[config.mk]
export PLATFORM = sky130hd
export DESIGN_NAME = cpu
export DESIGN_NICKNAME = d
export VERILOG_FILES = /design/src/rtl/cpu.sv
export SDC_FILE = /design/constraint.sdc
export NUM_CORES = 1
export LEC_CHECK = 0
export ABC_AREA = 0
export ABC_CLOCK_PERIOD_IN_PS = 1800
export BUFFER_PORTS_ARGS = -buffer_cell sky130_fd_sc_hd__buf_2
export CAP_MARGIN = 15
export CORE_MARGIN = 5
export CORE_UTILIZATION = 46
export DETAILED_ROUTE_END_ITERATION = 16
export GPL_TIMING_DRIVEN = 0
export HOLD_SLACK_MARGIN = 0.12
export PLACE_DENSITY_LB_ADDON = 0.05
export SLEW_MARGIN = 20
export SYNTH_ARGS = -nofsm -noshare
export SYNTH_HDL_FRONTEND = slang
export SYNTH_SLANG_ARGS = --single-unit
[constraint.sdc]
create_clock -name clk_cpu -period 1.8 [get_ports clk_cpu]
set_clock_uncertainty 0.05 [all_clocks]
set_input_delay 0.36 -clock clk_cpu [delete_from_list [all_inputs] [get_ports clk_cpu]]
set_output_delay 0.36 -clock clk_cpu [all_outputs]
set_load 0.01 [all_outputs]
[src/rtl/cpu.sv]
// cpu: 4-bit accumulator core with a TD4-style 12-instruction ISA.
// One instruction per clk_cpu edge; opcode decoded combinationally from inst[7:4],
// all architectural state (pc, A, B, carry, io_out) updated on the rising edge.

// register_file: one 4-bit general register with synchronous reset and load enable.
module register_file (
   input  logic       clk_i,
   input  logic       reset_i,
   input  logic       load_i,
   input  logic [3:0] dat_i,
   output logic [3:0] dat_out
);

   logic [3:0] dat_q;
   logic [3:0] dat_d;

   // Next value: load the ALU result when this register is the destination.
   always_comb begin
      dat_d = dat_q;
      if (load_i) dat_d = dat_i;
   end

   // Register storage; reset wins over any load.
   always_ff @(posedge clk_i) begin
      if (reset_i) dat_q <= 4'h0;
      else         dat_q <= dat_d;
   end

   assign dat_out = dat_q;

endmodule

module cpu (
   input  logic       clk_cpu,
   input  logic       reset,
   input  logic [7:0] inst,
   input  logic [3:0] io_in,
   output logic [3:0] pc,
   output logic [3:0] io_out
);

   typedef enum logic [1:0] {
      SRC_A    = 2'd0,
      SRC_B    = 2'd1,
      SRC_IN   = 2'd2,
      SRC_ZERO = 2'd3
   } src_e;

   logic [3:0] opcode;
   logic [3:0] im;
   src_e       src_sel;
   logic       load_a;
   logic       load_b;
   logic       load_out;
   logic       is_jmp;
   logic       is_jnc;

   logic [3:0] src_val;
   logic [4:0] alu_sum;
   logic [3:0] a_val;
   logic [3:0] b_val;

   logic [3:0] pc_q,  pc_d;
   logic       c_q,   c_d;
   logic [3:0] out_q, out_d;

   assign opcode = inst[7:4];
   assign im     = inst[3:0];

   // Decode: pick the ALU source and the single destination for this opcode.
   // Undefined opcodes fall through to a NOP with a zero source, so carry clears.
   always_comb begin
      src_sel  = SRC_ZERO;
      load_a   = 1'b0;
      load_b   = 1'b0;
      load_out = 1'b0;
      is_jmp   = 1'b0;
      is_jnc   = 1'b0;
      unique case (opcode)
         4'b0000: begin src_sel = SRC_A;    load_a   = 1'b1; end // ADD A,Im
         4'b0101: begin src_sel = SRC_B;    load_b   = 1'b1; end // ADD B,Im
         4'b0011: begin src_sel = SRC_ZERO; load_a   = 1'b1; end // MOV A,Im
         4'b0111: begin src_sel = SRC_ZERO; load_b   = 1'b1; end // MOV B,Im
         4'b0001: begin src_sel = SRC_B;    load_a   = 1'b1; end // MOV A,B
         4'b0100: begin src_sel = SRC_A;    load_b   = 1'b1; end // MOV B,A
         4'b0010: begin src_sel = SRC_IN;   load_a   = 1'b1; end // IN A
         4'b0110: begin src_sel = SRC_IN;   load_b   = 1'b1; end // IN B
         4'b1001: begin src_sel = SRC_B;    load_out = 1'b1; end // OUT B
         4'b1011: begin src_sel = SRC_ZERO; load_out = 1'b1; end // OUT Im
         4'b1111: begin src_sel = SRC_ZERO; is_jmp   = 1'b1; end // JMP Im
         4'b1110: begin src_sel = SRC_ZERO; is_jnc   = 1'b1; end // JNC Im
         default: begin src_sel = SRC_ZERO;                  end // NOP
      endcase
   end

   // ALU: source + Im, bit 4 is the carry-out that feeds the carry flag.
   always_comb begin
      src_val = 4'h0;
      case (src_sel)
         SRC_A:    src_val = a_val;
         SRC_B:    src_val = b_val;
         SRC_IN:   src_val = io_in;
         default:  src_val = 4'h0;
      endcase
      alu_sum = {1'b0, src_val} + {1'b0, im};
   end

   register_file register_file_a (
      .clk_i   (clk_cpu),
      .reset_i (reset),
      .load_i  (load_a),
      .dat_i   (alu_sum[3:0]),
      .dat_out (a_val)
   );

   register_file register_file_b (
      .clk_i   (clk_cpu),
      .reset_i (reset),
      .load_i  (load_b),
      .dat_i   (alu_sum[3:0]),
      .dat_out (b_val)
   );

   // Next state for pc, carry and output port. JNC looks at the carry left by
   // the previous instruction (c_q), not the one this instruction produces.
   always_comb begin
      c_d   = alu_sum[4];
      out_d = load_out ? alu_sum[3:0] : out_q;
      if (is_jmp || (is_jnc && !c_q)) pc_d = im;
      else                            pc_d = pc_q + 4'd1;
   end

   // Architectural state update; reset discards the instruction in flight.
   always_ff @(posedge clk_cpu) begin
      if (reset) begin
         pc_q  <= 4'h0;
         c_q   <= 1'b0;
         out_q <= 4'h0;
      end else begin
         pc_q  <= pc_d;
         c_q   <= c_d;
         out_q <= out_d;
      end
   end

   assign pc     = pc_q;
   assign io_out = out_q;

endmodule

* Word level (Yosys, flattened, before mapping)
Index checks and enable logic that the tools add are counted.
Widths: inputs -> output; s select.
** Word-level totals
- Register bits after elaboration :: 17
- Bits of input ports :: 14
- Output and inout bits :: 8
- Logic and storage cells :: 39
** Cells by class
- Add/subtract/negate cells :: 2
- Equality and inequality tests :: 13
- Mux-type cells :: 8
- Reductions and logical operators :: 11
** Operator list (count)
- $eq 4x3->1 const B :: 4
- $eq 4x4->1 const B :: 4
- $pmux 4 s3 :: 1
- $eq 4x2->1 const B :: 2
- $reduce_or 4->1 :: 2
- $pmux 2 s3 :: 1
- $reduce_or 2->1 :: 3
- $add 4x4->5 :: 1
- $mux 1 :: 5
- $add 4x1->4 const B :: 1
- $eq 4x1->1 const B :: 1
- $logic_not 4->1 :: 1
- $mux 4 :: 1
- $reduce_or 3->1 :: 1
- $eq 2x1->1 const B :: 1
- $eq 2x2->1 const B :: 1
- $logic_not 2->1 :: 1
- $logic_and 1x1->1 :: 1
- $logic_not 1->1 :: 1
- $logic_or 1x1->1 :: 1

* Depth between registers and ports, before layout
- Depth in word-level cells :: 6
- Depth in mapped cells :: 8
- Depth with buffers taken out :: 8

* Hierarchy
A second synthesis with hierarchy kept.
** Second synthesis, totals
- Cells, all modules :: 92
- Area, all modules :: 912.1 um^2
** By module, submodules not included
- cpu :: times used 1, cells an instance 66, area each 631.9 um^2, seq. area each 180.2 um^2
- register_file :: times used 2, cells an instance 13, area each 140.1 um^2, seq. area each 80.1 um^2

* Worst setup path after synthesis
Ideal clock, no wire load.
- Path type :: input port to flip-flop
- Start :: input inst[5]
- End :: register register_file_a.dat_q[3] (netlist: register_file_a.dat_out[3])
- Library setup time :: 0.139 ns
- Data arrival time :: 1.786 ns
- Required time :: 1.611 ns
- Slack :: -0.175 ns
- Cell stages on the path :: 7
- Buffers on the path :: 1
- Path through :: buf_4 > a211oi_1 > o2bb2ai_1 > ha_1 > a21oi_1 > and2_1 > o221ai_1
** On the way
- Word-level cells in the longest chain between the ends :: 6
- Elaborated cells between the ends (all ways) :: 19
- Classes of those cells :: add/sub: 1; eq/ne: 9; mux: 3; reduce/logical: 6
** RTL lines
- start: declaration :: RTL line 36 : input logic [7:0] inst,
- $eq 4x4->1, or another cell as far along :: RTL line 79 : unique case (opcode)
- $reduce_or 3->1 (no source line) or $reduce_or 2->1 (tied branches)
- $pmux 2 s3 :: RTL line 79
- $eq 2x2->1, or another cell as far along :: RTL line 99 : case (src_sel)
- $pmux 4 s3 :: RTL line 99
- $add 4x4->5 :: RTL line 105 : alu_sum = {1'b0, src_val} + {1'b0, im};
- end signal: assignment :: RTL line 26 : else dat_q <= dat_d;
- end: declaration :: RTL line 14 : logic [3:0] dat_q;
Several ways; a longest one is shown, not always the timed one.
A chain may end at the register's enable or synchronous reset.

* Final worst setup path
- Start :: input inst[7]
- End :: register register_file_a.dat_q[3] (netlist: register_file_a.dat_out[3])
Same word-level chain as after synthesis.

==> impl_metrics.tcl <==
set metrics [dict create \
    status "complete, no violations" \
    synth_xor_xnor_area_share 0.0290 \
    post_synthesis_compound_gate_area_fraction 0.189 \
    layout_commonest_cell "sky130_fd_sc_hd__buf_2" \
    antenna-diode-count 0 \
    gp_congestion 0.851 \
    postSynthRegisterBits 17 \
    vias 824 \
    clk_transition_reported_paths_ns 0.09 \
    cts_tree "built" \
    synth_simple_gate_area_share 0.190 \
    post_synthesis_mux_area_share 0.0883 \
    maximum_number_of_pins_on_one_net_before_global_route_repair 11 \
    yosys_warnings 0 \
    grt_first_pass_wirelength_mm 3.53 \
    yosysUniqueCellTypes 28 \
    antenna_violating_nets_post_route 0 \
    synth_top_cell_area_share 0.375 \
    fp.coreArea_mm2 0.00192 \
    gr-max-usage-layer "met2" \
    cts.path.max_buffers 2 \
    worst-slew-pin-transition_ns 0.500 \
    drc 0 \
    detailedRoute.firstPassIterationCount 4 \
    fillerInstances 190 \
    sequential_cell_area_um2 340 \
    placed_area_mm2 0.00108 \
    power_per_cell_area_mw_per_mm2 695 \
    start_kind "input pin" \
    utilization_of_the_core_after_routing 0.600 \
    h-tree-depth 1 \
    wl_mm 2.09 \
    yosys-top-cells-area "sky130_fd_sc_hd__dfxtp_1 38%, sky130_fd_sc_hd__mux2i_1 8.8%, sky130_fd_sc_hd__ha_1 6.9%" \
    synth_nets 120 \
    design.final.nets 147 \
    layout_min_cycle_time_ns 1.72 \
    cell_leakage_power_nw 0.487 \
    worst_ir_drop_vdd_v 0.000485 \
    antenna_found_initial 0 \
    avgRoutedWirePerCell_um 13.7 \
    maxSlewHeadroom 0.666 \
    clock_insertion_delay_worst_skew_ns 0.29 \
    min_path_type "input pin to flip-flop" \
    synth_top_family_by_area "simple AND/OR/NAND/NOR gates" \
    critPathCaptureType "flip-flop" \
    hpwl_mm 1.59 \
    final_cell_mix "18 x sky130_fd_sc_hd__buf_2, 17 x sky130_fd_sc_hd__dfxtp_1, 10 x sky130_fd_sc_hd__nor2_1" \
    grt_use_total 0.166 \
    netlist_instances 100 \
    adder_cell_share_of_the_synthesized_area 0.0910 \
    chipWidth_um 54.4 \
    met3_layer_usage_reported_by_global_route 0.0327 \
    synth.cell_area_um2 907 \
    fmax_mhz 581 \
    ioPinCount 22 \
    die_height_um 54.4 \
    final.period_utilization 0.957 \
    grt_remaining_overflow 0 \
    setup_viol 0 \
    drv_slew 0 \
    synth_sequential_area_ratio 0.375 \
    grt_pass1_vias 802 \
    port-buffer-count 20 \
    global_route.usage.met1 0.206 \
    layout-drive-gt1-share 0.310 \
    required_ns 1.90 \
    cp_data_arrival_time_ns 1.82 \
    grt_util_met2 0.281 \
    tritoncts.num_buffers 3 \
    path_class "input pin to flip-flop" \
    start_util 0.472 \
    area_growth_pct 27.0 \
    detail_route.iter0.violations 13 \
    multi_input_comb_area_um2 582 \
    grt_setup_unrepaired "true" \
    floorplan.rows 16 \
    critical_path.max_fanout 9 \
    clock_sinks 17 \
    final_design_area_no_fill_mm2 0.00115 \
    cell_type_with_the_largest_total_area_after_synthesis "sky130_fd_sc_hd__dfxtp_1" \
    vias_per_cell 5.39 \
    clock_tree.root_cell "sky130_fd_sc_hd__clkbuf_4" \
    finalHoldViolations 0 \
    maxCapViolations 0 \
    synth_area_per_cell_um2 9.07 \
    design.die.area_mm2 0.00296 \
]
-- registers in the layout (all words and copies together), names as in the netlist --
| name | cells |
|---|---|
| c_q | 1 |
| io_out | 4 |
| pc | 4 |
| register_file_a.dat_out | 4 |
| register_file_b.dat_out | 4 |
-- kinds of logic after synthesis --
| family | after synthesis |
|---|---|
| muxes | 8 |
| adders and majority gates | 6 |
| and+or+nand+nor | 36 |
| xor gates and xnor gates | 3 |
| AOI/OAI and AO/OA | 24 |
| DFF | 17 |
| buffers and inverters | 6 |
-- cell usage after synthesis --
| library cell | instances |
|---|---|
| sky130_fd_sc_hd__a211oi_1 | 5 |
| sky130_fd_sc_hd__dfxtp_1 | 17 |
| sky130_fd_sc_hd__ha_1 | 5 |
| sky130_fd_sc_hd__xor2_1 | 1 |
| sky130_fd_sc_hd__o221ai_1 | 3 |
| sky130_fd_sc_hd__a21o_1 | 1 |
| sky130_fd_sc_hd__xnor2_1 | 2 |
| sky130_fd_sc_hd__o31ai_1 | 1 |
| sky130_fd_sc_hd__fa_1 | 1 |
| sky130_fd_sc_hd__nand4_1 | 3 |
| sky130_fd_sc_hd__mux2i_1 | 8 |
| sky130_fd_sc_hd__nand3_1 | 4 |
| sky130_fd_sc_hd__and3b_1 | 1 |
| sky130_fd_sc_hd__buf_4 | 3 |
| sky130_fd_sc_hd__nor3_1 | 2 |
| sky130_fd_sc_hd__nand2_1 | 9 |
| sky130_fd_sc_hd__o2bb2ai_1 | 4 |
| sky130_fd_sc_hd__nor2b_1 | 3 |
| sky130_fd_sc_hd__clkbuf_1 | 1 |
| sky130_fd_sc_hd__inv_1 | 2 |
| sky130_fd_sc_hd__nor2_1 | 10 |
| sky130_fd_sc_hd__a21oi_1 | 6 |
| sky130_fd_sc_hd__o21ai_0 | 3 |
| sky130_fd_sc_hd__nand2b_1 | 1 |
| sky130_fd_sc_hd__a211oi_2 | 1 |
| sky130_fd_sc_hd__and3_1 | 1 |
| sky130_fd_sc_hd__or2_2 | 1 |
| sky130_fd_sc_hd__and2_1 | 1 |
-- repair_timing --
item / 4_1_cts / 5_1_grt
pin swaps: 1 / 4
setup endpoints to repair: 1 / 8
hold buffers: 0 / 0
cloned: 0 / 0
buffers inserted: 1 / 1
gates resized for setup: 0 / 10
-- cell type report --
cell class | instances | area share
Multi-Input combinational cell | 77 | 0.505
Tap cell | 27 | 0.0293
Clock buffer | 4 | 0.0228
Buffer | 4 | 0.0337
Inverter | 2 | 0.00651
Sequential cell | 17 | 0.295
Timing Repair Buffer | 22 | 0.107
-- where the power goes --
part	switching (mW)	internal (mW)	total (mW)
Combinational	0.0959	0.0847	0.181
Sequential	0.0150	0.401	0.416
Clock	0.118	0.0862	0.204
-- path summary, 6_finish.rpt --
path	from	to	slack, ns	depth (start not counted)
max reg2reg	register_file_a.dat_out[0]	register_file_b.dat_out[2]	0.13	6
max	inst[7]	register_file_a.dat_out[3]	0.08	7
min reg2reg	register_file_a.dat_out[1]	register_file_a.dat_out[1]	0.43	2
min	reset	register_file_a.dat_out[2]	0.28	2
-- metrics by stage --
step	setup slack, ns	cells	hold WS, ns	setup TNS [ns]	power (mW)
after floorplan	-0.0148	100	0.383	-0.0318	0.535
after global placement	-0.290	147	0.414	-2.15	0.590
after detailed placement	-0.306	147	0.418	-2.29	0.594
after CTS	0.00639	152	0.272	0	0.804
after global routing	-0.0157	153	0.277	-0.0176	0.851
final	0.0774	153	0.285	0	0.801
-- per-layer routing --
layer	vias up	wire [µm]
li1	417	-
met4	0	26
met1	384	969
met2	18	1000
met3	5	94
met5	-	0
-- critical path, stage by stage --
cell	delay, ns
sky130_fd_sc_hd__buf_4	0.15
sky130_fd_sc_hd__a211oi_4	0.31
sky130_fd_sc_hd__o2bb2ai_1	0.15
sky130_fd_sc_hd__ha_1	0.31
sky130_fd_sc_hd__a21oi_2	0.19
sky130_fd_sc_hd__and2_1	0.21
sky130_fd_sc_hd__o221ai_1	0.13
No activity file was read; power rests on OpenSTA's default activity.
